[src/rtl/t05_sram_arbiter.sv]
// Round-robin arbiter sharing the wishbone manager's CPU-side port among the
// compression-pipeline stages, with a watchdog for strobes the manager never accepts.
module t05_sram_arbiter #(
    parameter int unsigned NREQ    = 5,
    parameter int unsigned TIMEOUT = 255
) (
    input  logic                 clk,
    input  logic                 nRST,
    input  logic [NREQ-1:0]      req,
    input  logic [NREQ-1:0]      we,
    input  logic [NREQ*32-1:0]   addr,
    input  logic [NREQ*32-1:0]   wdata,
    input  logic [NREQ*4-1:0]    sel,
    output logic [NREQ-1:0]      gnt,
    output logic [NREQ-1:0]      done,
    output logic [31:0]          rdata,
    output logic                 err,
    input  logic                 busy_i,
    input  logic [31:0]          mgr_dat_i,
    output logic                 write_o,
    output logic                 read_o,
    output logic [31:0]          addr_o,
    output logic [3:0]           sel_o,
    output logic [31:0]          data_o
);

    localparam int unsigned DW    = 32;
    localparam int unsigned SW    = 4;
    localparam int unsigned WD_W  = 8;
    localparam int unsigned IDX_W = (NREQ > 1) ? $clog2(NREQ) : 1;

    typedef enum logic [2:0] {
        IDLE,
        ISSUE,
        WAIT_BUSY,
        WAIT_DONE,
        RESP
    } state_t;

    state_t            state, state_d;
    logic [IDX_W-1:0]  ptr, ptr_d;
    logic [IDX_W-1:0]  g_idx, g_idx_d;
    logic              we_l, we_l_d;
    logic [WD_W-1:0]   wd, wd_d;
    logic [NREQ-1:0]   gnt_d, done_d;
    logic [DW-1:0]     rdata_d, addr_d, data_d;
    logic [SW-1:0]     sel_d;
    logic              err_d, write_d, read_d;

    logic [DW-1:0]     addr_a  [NREQ];
    logic [DW-1:0]     wdata_a [NREQ];
    logic [SW-1:0]     sel_a   [NREQ];

    logic              win_found;
    logic [IDX_W-1:0]  win_idx;
    int unsigned       cand;

    for (genvar gi = 0; gi < NREQ; gi++) begin : g_unpack
        assign addr_a[gi]  = addr[DW*gi +: DW];
        assign wdata_a[gi] = wdata[DW*gi +: DW];
        assign sel_a[gi]   = sel[SW*gi +: SW];
    end

    // First set request searching upward from ptr, wrapping at NREQ.
    always_comb begin
        win_found = 1'b0;
        win_idx   = '0;
        cand      = 0;
        for (int unsigned i = 0; i < NREQ; i++) begin
            cand = 32'(ptr) + i;
            if (cand >= NREQ) begin
                cand = cand - NREQ;
            end
            if (!win_found && req[IDX_W'(cand)]) begin
                win_found = 1'b1;
                win_idx   = IDX_W'(cand);
            end
        end
    end

    always_ff @(posedge clk or negedge nRST) begin
        if (!nRST) begin
            state   <= IDLE;
            ptr     <= '0;
            g_idx   <= '0;
            we_l    <= 1'b0;
            wd      <= '0;
            gnt     <= '0;
            done    <= '0;
            rdata   <= '0;
            err     <= 1'b0;
            write_o <= 1'b0;
            read_o  <= 1'b0;
            addr_o  <= '0;
            sel_o   <= '0;
            data_o  <= '0;
        end else begin
            state   <= state_d;
            ptr     <= ptr_d;
            g_idx   <= g_idx_d;
            we_l    <= we_l_d;
            wd      <= wd_d;
            gnt     <= gnt_d;
            done    <= done_d;
            rdata   <= rdata_d;
            err     <= err_d;
            write_o <= write_d;
            read_o  <= read_d;
            addr_o  <= addr_d;
            sel_o   <= sel_d;
            data_o  <= data_d;
        end
    end

    // Next-state and next-output values; strobes and done are single-cycle by default.
    always_comb begin
        state_d = state;
        ptr_d   = ptr;
        g_idx_d = g_idx;
        we_l_d  = we_l;
        wd_d    = wd;
        gnt_d   = gnt;
        done_d  = '0;
        rdata_d = rdata;
        err_d   = err;
        write_d = 1'b0;
        read_d  = 1'b0;
        addr_d  = addr_o;
        sel_d   = sel_o;
        data_d  = data_o;

        case (state)
            IDLE: begin
                if (!busy_i && win_found) begin
                    g_idx_d = win_idx;
                    we_l_d  = we[win_idx];
                    addr_d  = addr_a[win_idx];
                    sel_d   = sel_a[win_idx];
                    data_d  = wdata_a[win_idx];
                    gnt_d   = NREQ'(1) << win_idx;
                    write_d = we[win_idx];
                    read_d  = !we[win_idx];
                    state_d = ISSUE;
                end
            end
            ISSUE: begin
                wd_d    = '0;
                state_d = WAIT_BUSY;
            end
            WAIT_BUSY: begin
                if (busy_i) begin
                    state_d = WAIT_DONE;
                end else if (wd == WD_W'(TIMEOUT)) begin
                    err_d   = 1'b1;
                    rdata_d = '0;
                    done_d  = gnt;
                    state_d = RESP;
                end else begin
                    wd_d = wd + WD_W'(1);
                end
            end
            WAIT_DONE: begin
                if (!busy_i) begin
                    if (!we_l) begin
                        rdata_d = mgr_dat_i;
                    end
                    done_d  = gnt;
                    state_d = RESP;
                end
            end
            RESP: begin
                ptr_d   = (g_idx == IDX_W'(NREQ - 1)) ? '0 : g_idx + IDX_W'(1);
                gnt_d   = '0;
                addr_d  = '0;
                sel_d   = '0;
                data_d  = '0;
                state_d = IDLE;
            end
            default: begin
                state_d = IDLE;
            end
        endcase
    end

endmodule

[config.mk]
export PLATFORM = sky130hd
export DESIGN_NAME = t05_sram_arbiter
export DESIGN_NICKNAME = d
export VERILOG_FILES = /design/src/rtl/t05_sram_arbiter.sv
export SDC_FILE = /design/constraint.sdc
export NUM_CORES = 1
export LEC_CHECK = 0
export ABC_AREA = 1
export CORE_AREA = 2 2 192 194
export DETAILED_ROUTE_END_ITERATION = 12
export DIE_AREA = 0 0 194 196
export GPL_TIMING_DRIVEN = 0
export PLACE_DENSITY = 0.53
export SLEW_MARGIN = 20
export SYNTH_ARGS = -nofsm -noshare
export SYNTH_HDL_FRONTEND = slang
export SYNTH_SLANG_ARGS = --single-unit
export TNS_END_PERCENT = 10
[constraint.sdc]
create_clock -name clk -period 5.8 [get_ports clk]
set_input_delay 1.45 -clock clk [delete_from_list [all_inputs] [get_ports clk]]
set_output_delay 1.45 -clock clk [all_outputs]
set_load 0.02 [all_outputs]
---- After elaboration in Yosys (flattened, before gate mapping) ----
Index checks and enable logic that the tools add are counted.
storage, ports and cells
  register bits ........................... 131
operators by class
  add/subtract/negate cells ............... 11
  magnitude comparators ................... 12
  equality and inequality tests ........... 13
  shifts and indexed selects .............. 1
  muxes and demuxes ....................... 66
  bitwise operators ....................... 2
  reductions and logical operators ........ 21
operator list
  operator             count
  $mux 32              10
  $bmux 32 s3          2
  $pmux 32 s2          3
  $mux 3               15
  $lt 3x4->1 const B   6
  $mux 5               4
  $pmux 5 s2           2
  $bmux 1 s3           6
  $ge 4x3->1 const B   4
  $mux 8               2
  $pmux 8 s2           1
  $mux 1               15
  $sub 3x3->3 const B  5
  $bmux 4 s3           1
  $mux 4               3
  $ne 2x2->1 const B   6
  $pmux 3 s4           1
  $reduce_and 3->1     3
  $add 3x2->4 const B  2
  $add 8x1->8 const B  1
  $eq 8x8->1 const B   1
  $pmux 4 s2           1
  $eq 3x2->1 const B   2
  $eq 3x3->1 const B   2
  other kinds (16)     28

---- Logic depth before layout (Yosys ltp) ----
  depth after elaboration ................. 23
  depth in mapped cells ................... 27
  depth with buffers taken out ............ 25

---- Worst setup path before layout ----
No wires, ideal clock.
  path type ............................... input to register
  from .................................... input req[2]
  to ...................................... register addr_o[29]
  library setup time ...................... 0.127 ns
  arrival time ............................ 3.116 ns
  required time ........................... 5.673 ns
  path slack .............................. 2.557 ns
  cell stages on the path ................. 15
  buffers on the path ..................... 2
  cells stage by stage .................... inv_1 > nand2_1 > o21ai_0 > nand2_1 > o21ai_1 > a21oi_2 > inv_1 > a31oi_1 > nand2_2 > nand2_4 > inv_2 > buf_2 > buf_6 > a22oi_1 > o21ai_1
between the ends
  longest elaborated chain between the ends .. 21
  elaborated cells on any way between the ends .. 37
  those cells by class .................... eq/ne (1); mux (25); bitwise (1); reduce/logical (10)
RTL lines
  item                                        line  source
  from (decl)                                 9     input logic [NREQ-1:0] req,
  $bmux 1 s3                                  74    if (!win_found && req[IDX_W'(cand)]) begin
  $mux 1 (implied by the code)                74
  $mux 1                                      74
  $logic_not 1->1                             74
  $logic_and 1x1->1                           74
  $mux 1                                      74
  $logic_not 1->1                             74
  $logic_and 1x1->1                           74
  [4 not listed]                              -
  $logic_not 1->1                             74
  $logic_and 1x1->1                           74
  $mux 3                                      74
  $not 3->4 (implied by the code)             137   addr_d = addr_a[win_idx];
  $bmux 32 s3                                 137
  $mux 32 (implied by the code) (2 in a row)  137
  $mux 32                                     134   if (!busy_i && win_found) begin
  $pmux 32 s2                                 132   case (state)
  to (signal assigned)                        109   addr_o <= addr_d;
  to (decl)                                   22    output logic [31:0] addr_o,
Parallel ways exist; a longest one is shown, timed or not. The select of a mux whose other input is x is not followed.
A chain may end at the register's enable or synchronous reset.

---- Worst setup path after layout ----
  from .................................... register ptr[0]
  to ...................................... register addr_o[25]
between the ends
  longest elaborated chain between the ends .. 23
  elaborated cells on any way between the ends .. 56
  those cells by class .................... add/sub (9); order compare (5); eq/ne (1); mux (30); bitwise (1); reduce/logical (10)
RTL lines
  item                                                  line  source
  from (decl)                                           41    logic [IDX_W-1:0] ptr, ptr_d;
  from (signal assigned)                                99    ptr <= ptr_d;
  branches (longest 23 deep; another with $add 3x1->4)  -
Several ways; the timed one is not identified. The select of a mux whose other input is x is not followed.

==> impl_summary.txt <==
----------------------------------------------------
[Worst setup path]
  R2R Path End ... addr_o[25]$_DFFE_PN0P_
  Worst EP arrival ... 4760 ps
  Dominant delay contributor by cell family on the critical path ... simple AND/OR/NAND/NOR gates
  Cells traversed along the worst timing path ... buf_4, inv_4, ha_1, inv_1, fa_1, inv_1, nand2_2, o21ai_0, nand2_1, nand3_1, nand2_1, nand2_1, nand2_1, nor2_4, nand4_1, nand2_1, buf_2, nand2_1, clkbuf_1, o21ai_0, o21ai_1
  Slowest stage cell, crit path ... o21ai_0
  Worst Setup Start Kind ... flop
  Most numerous cell on the critical path ... nand2_1
  Maximum fanout count along the critical path ... 10
  Logic depth of the worst register-to-register path ... 21
  Type of the worst setup path ... reg -> reg
  Capturing element type of the critical path ... flop
  Slowest stage delay, CP ... 640 ps
  Reg-to-Reg Start ... ptr[0]$_DFFE_PN0P_
  Number of buffer and inverter instances along the worst setup path ... 6
  Required time worst endpoint ... 6100 ps
  Worst R2R Setup Slack ... 1340 ps

[Final layout]
  Area growth, synth to finish ... 71.69%
  Layout Nets ... 2109
  Most frequent cells in the layout ... clkdlybuf4s50_1 (496), nand2_1 (233), inv_1 (158), dfrtp_1 (131), o21ai_0 (130)
  Share of post-route cells with drive strength above 1 ... 0.06957
  Commonest non-fill, non-tap cell in the layout ... clkdlybuf4s50_1
  Final core utilization ... 0.4140
  Fill cell count ... 3788

[Floorplan]
  Core area ... 0.03608 mm^2
  Initial Utilization ... 0.2411
  Num ports ... 498
  Floorplan die height ... 196 um
  Die span in x ... 194 um
  Total die area ... 0.03802 mm^2
  Count of standard-cell rows ... 70

[Logic synthesis]
  Number of synthesized flops with an enable pin ... 0
  Top flip-flop cell by instance count after synthesis ... dfrtp_1
  Mean area per synthesized cell ... 7.281 um^2
  Largest family of logic cells by synthesized area ... simple AND/OR/NAND/NOR gates
  Number of cells produced by synthesis ... 1195
  Number of storage elements in the synthesis netlist ... 131
  Number of different library cells in the post-synthesis netlist ... 35
  Ys Warns ... 0
  Synth async-reset ratio ... 1.000
  Fraction of synthesized area in multiplexers ... 0
  Synthesized-area fraction occupied by xor and xnor cells ... 0.006615
  Seq/Total Area, Yosys ... 0.3768
  Complex-gate fraction of the synthesized area ... 0.1940
  Number of nets in the synthesized netlist ... 1592
  Simple-gate share of the synthesized area ... 0.2879
  Post-synthesis instance area ... 0.008701 mm^2
  Share of synthesized cell area in full adder, half adder and majority cells ... 0.01812

[Detailed routing]
  Final wirelength ... 47030 um
  Via count normalized by instance count ... 4.710
  Via count ... 10340
  Wire per inst ... 21.42 um
  Number of nets still failing antenna checks after routing ... 0
  Remaining routing DRC violations ... 0
  Initial drt markers ... 436
  Detailed-router iteration count before antenna repair ... 5

[Timing]
  Max transition margin ... 0.3939
  Endpoints failing hold ... 0
  Minimum clock period after layout ... 4462 ps
  Max Transition Viols Final ... 0
  Unrepaired setup endpoints after global routing ... false
  Worst Tran Pin Value ... 902.1 ps
  Worst-case clock skew ... 11.46 ps
  Maximum achievable frequency ... 224.1 MHz
  Setup-violating endpoint count in the final report ... 0
  Period utilization ... 0.7693

[Global route]
  Pin count of the biggest net entering global routing ... 70
  Overall fraction of global-route tracks in use ... 0.2428
  Vias in the first global route ... 10490
  Total congestion overflow ... 0
  Global-route wire length before repair ... 67850 um
  Number of antenna violations at the first check in global routing ... 5

[Run]
  Max Cap Viol ... 0

[Clock network]
  Root buffer selected by CTS ... clkbuf_16
  Post-cts sizing count ... 0
  Clock Path Buffers ... 2
  CTS tree ... built
  Post-CTS Setup Bufs ... 0
  Count of H-tree levels built during CTS ... 4
  Clock latency on the worst-skew pair ... 440 ps
  Number of sinks on the clock net ... 131
  Hold buffer count at cts ... 0
  Clock edge transition at the registers on the reported setup and hold paths ... 60 ps
  Number of buffers added by the clock tree synthesis step ... 17

[Placed design]
  Routability congestion estimate ... 0.8671
  Post-detailed-placement half-perimeter wirelength ... 38360 um
  Port-buffer cells ... 497

[Worst hold path]
  Startpoint of the most critical hold path ... wd[7]$_DFFE_PN0P_
  Path type of the worst min-delay path ... reg -> reg
  Cell count of the worst hold path ... 1
  Worst-case hold path end point ... wd[7]$_DFFE_PN0P_

[Outcome]
  Run status ... finished clean

----------------------------------------------------
-- logic make-up (layout without fill, tap and decap cells) --
kind of cell,Yosys count,count (layout)
AOI/OAI and AO/OA,297,297
xor gates and xnor gates,4,4
adders and majority gates,12,12
buffers and inverters,238,768
DFF,131,131
other,0,3
and+or+nand+nor,513,513
-- through the flow --
stage / hold slack (ps) / TNS [ps] / std cells / setup WS [ps] / area [um^2]
2_1_floorplan: 433.7 / 0 / 1195 / 2557 / 8701
3_5_place_dp: 455.9 / 0 / 2161 / 1024 / 14290
6_report: 460.4 / 0 / 2196 / 1338 / 14940
4_1_cts: 464.1 / 0 / 2193 / 1354 / 14930
3_3_place_gp: 453.0 / -369170 / 2160 / -2834 / 14260
5_1_grt: 472.2 / 0 / 2196 / 1050 / 14940
-- worst max path at each step --
stage	from	endpoint	slack (ps)	cells after the start
after detailed placement	req[4]	addr_o[25]$_DFFE_PN0P_	1020	16
after CTS	ptr[0]$_DFFE_PN0P_	addr_o[25]$_DFFE_PN0P_	1350	21
after global placement	nRST	data_o[19]$_DFFE_PN0P_	-2830	1
after floorplan	req[2]	addr_o[29]$_DFFE_PN0P_	2560	15
after global routing	ptr[0]$_DFFE_PN0P_	addr_o[25]$_DFFE_PN0P_	1050	21
final	ptr[0]$_DFFE_PN0P_	addr_o[25]$_DFFE_PN0P_	1340	21
-- registers in the layout, indices dropped and copies added (netlist names), 3 cells and up --
signal and cells:
gnt 5, done 5, rdata 32, data_o 32, wd 8, sel_o 4, ptr 3, g_idx 3
addr_o 32, state 3
-- worst reg2reg max path, cell delays in order (launching register included) --
cell      delay [ps]
dfrtp_1          410
buf_4            200
inv_4            140
ha_1             160
inv_1             50
fa_1             370
inv_1             80
nand2_2          110
o21ai_0          270
nand2_1           90
nand3_1          130
nand2_1           60
nand2_1           50
nand2_1          100
nor2_4           200
nand4_1          200
nand2_1          150
buf_2            280
nand2_1          150
clkbuf_1         340
o21ai_0          650
o21ai_1          110
-- synth_stat cells (2+ instances only) --
cell type,n,area share
buf_4,4,0.0035
buf_2,35,0.020
inv_1,158,0.068
or2_1,4,0.0029
nor2_4,4,0.0052
o21ai_2,3,0.0030
nand4_1,16,0.012
buf_6,8,0.010
a21oi_2,2,0.0020
xor2_2,3,0.0056
nand3_1,98,0.056
nor3_1,9,0.0052
nand2_2,13,0.0093
nand2_1,233,0.10
a31oi_1,3,0.0022
clkbuf_1,23,0.0099
o21ai_1,75,0.043
nor2_1,50,0.022
o21ai_0,130,0.075
a22oi_1,68,0.059
inv_2,9,0.0039
a21oi_1,10,0.0058
dfrtp_1,131,0.38
o22ai_1,5,0.0036
nand3b_1,81,0.070
ha_1,11,0.016
-- metal layers --
layer / part of all wire / vias to the layer above / GRT usage
met5: 0.00057 / - / 0
met4: 0.021 / 4 / 0.06678
met3: 0.074 / 52 / 0.07478
met2: 0.52 / 383 / 0.4468
met1: 0.38 / 4890 / 0.2693
li1: - / 5015 / -
-- area by class of cell --
cell class                      count  area [um^2]  share of cell area
Clock inverter                     12        170.2             0.01139
Buffer                             70        381.6             0.02555
Multi-Input combinational cell    826         4408              0.2951
Antenna cell                        3        7.507           0.0005026
Tap cell                          468        585.6             0.03920
Clock buffer                       20        466.7             0.03124
Timing Repair Buffer              498         5007              0.3352
Inverter                          168        633.1             0.04238
Sequential cell                   131         3278              0.2194
Power is not shown: default switching activity piles up to over one toggle a cycle in this logic, so the estimate is an artifact.
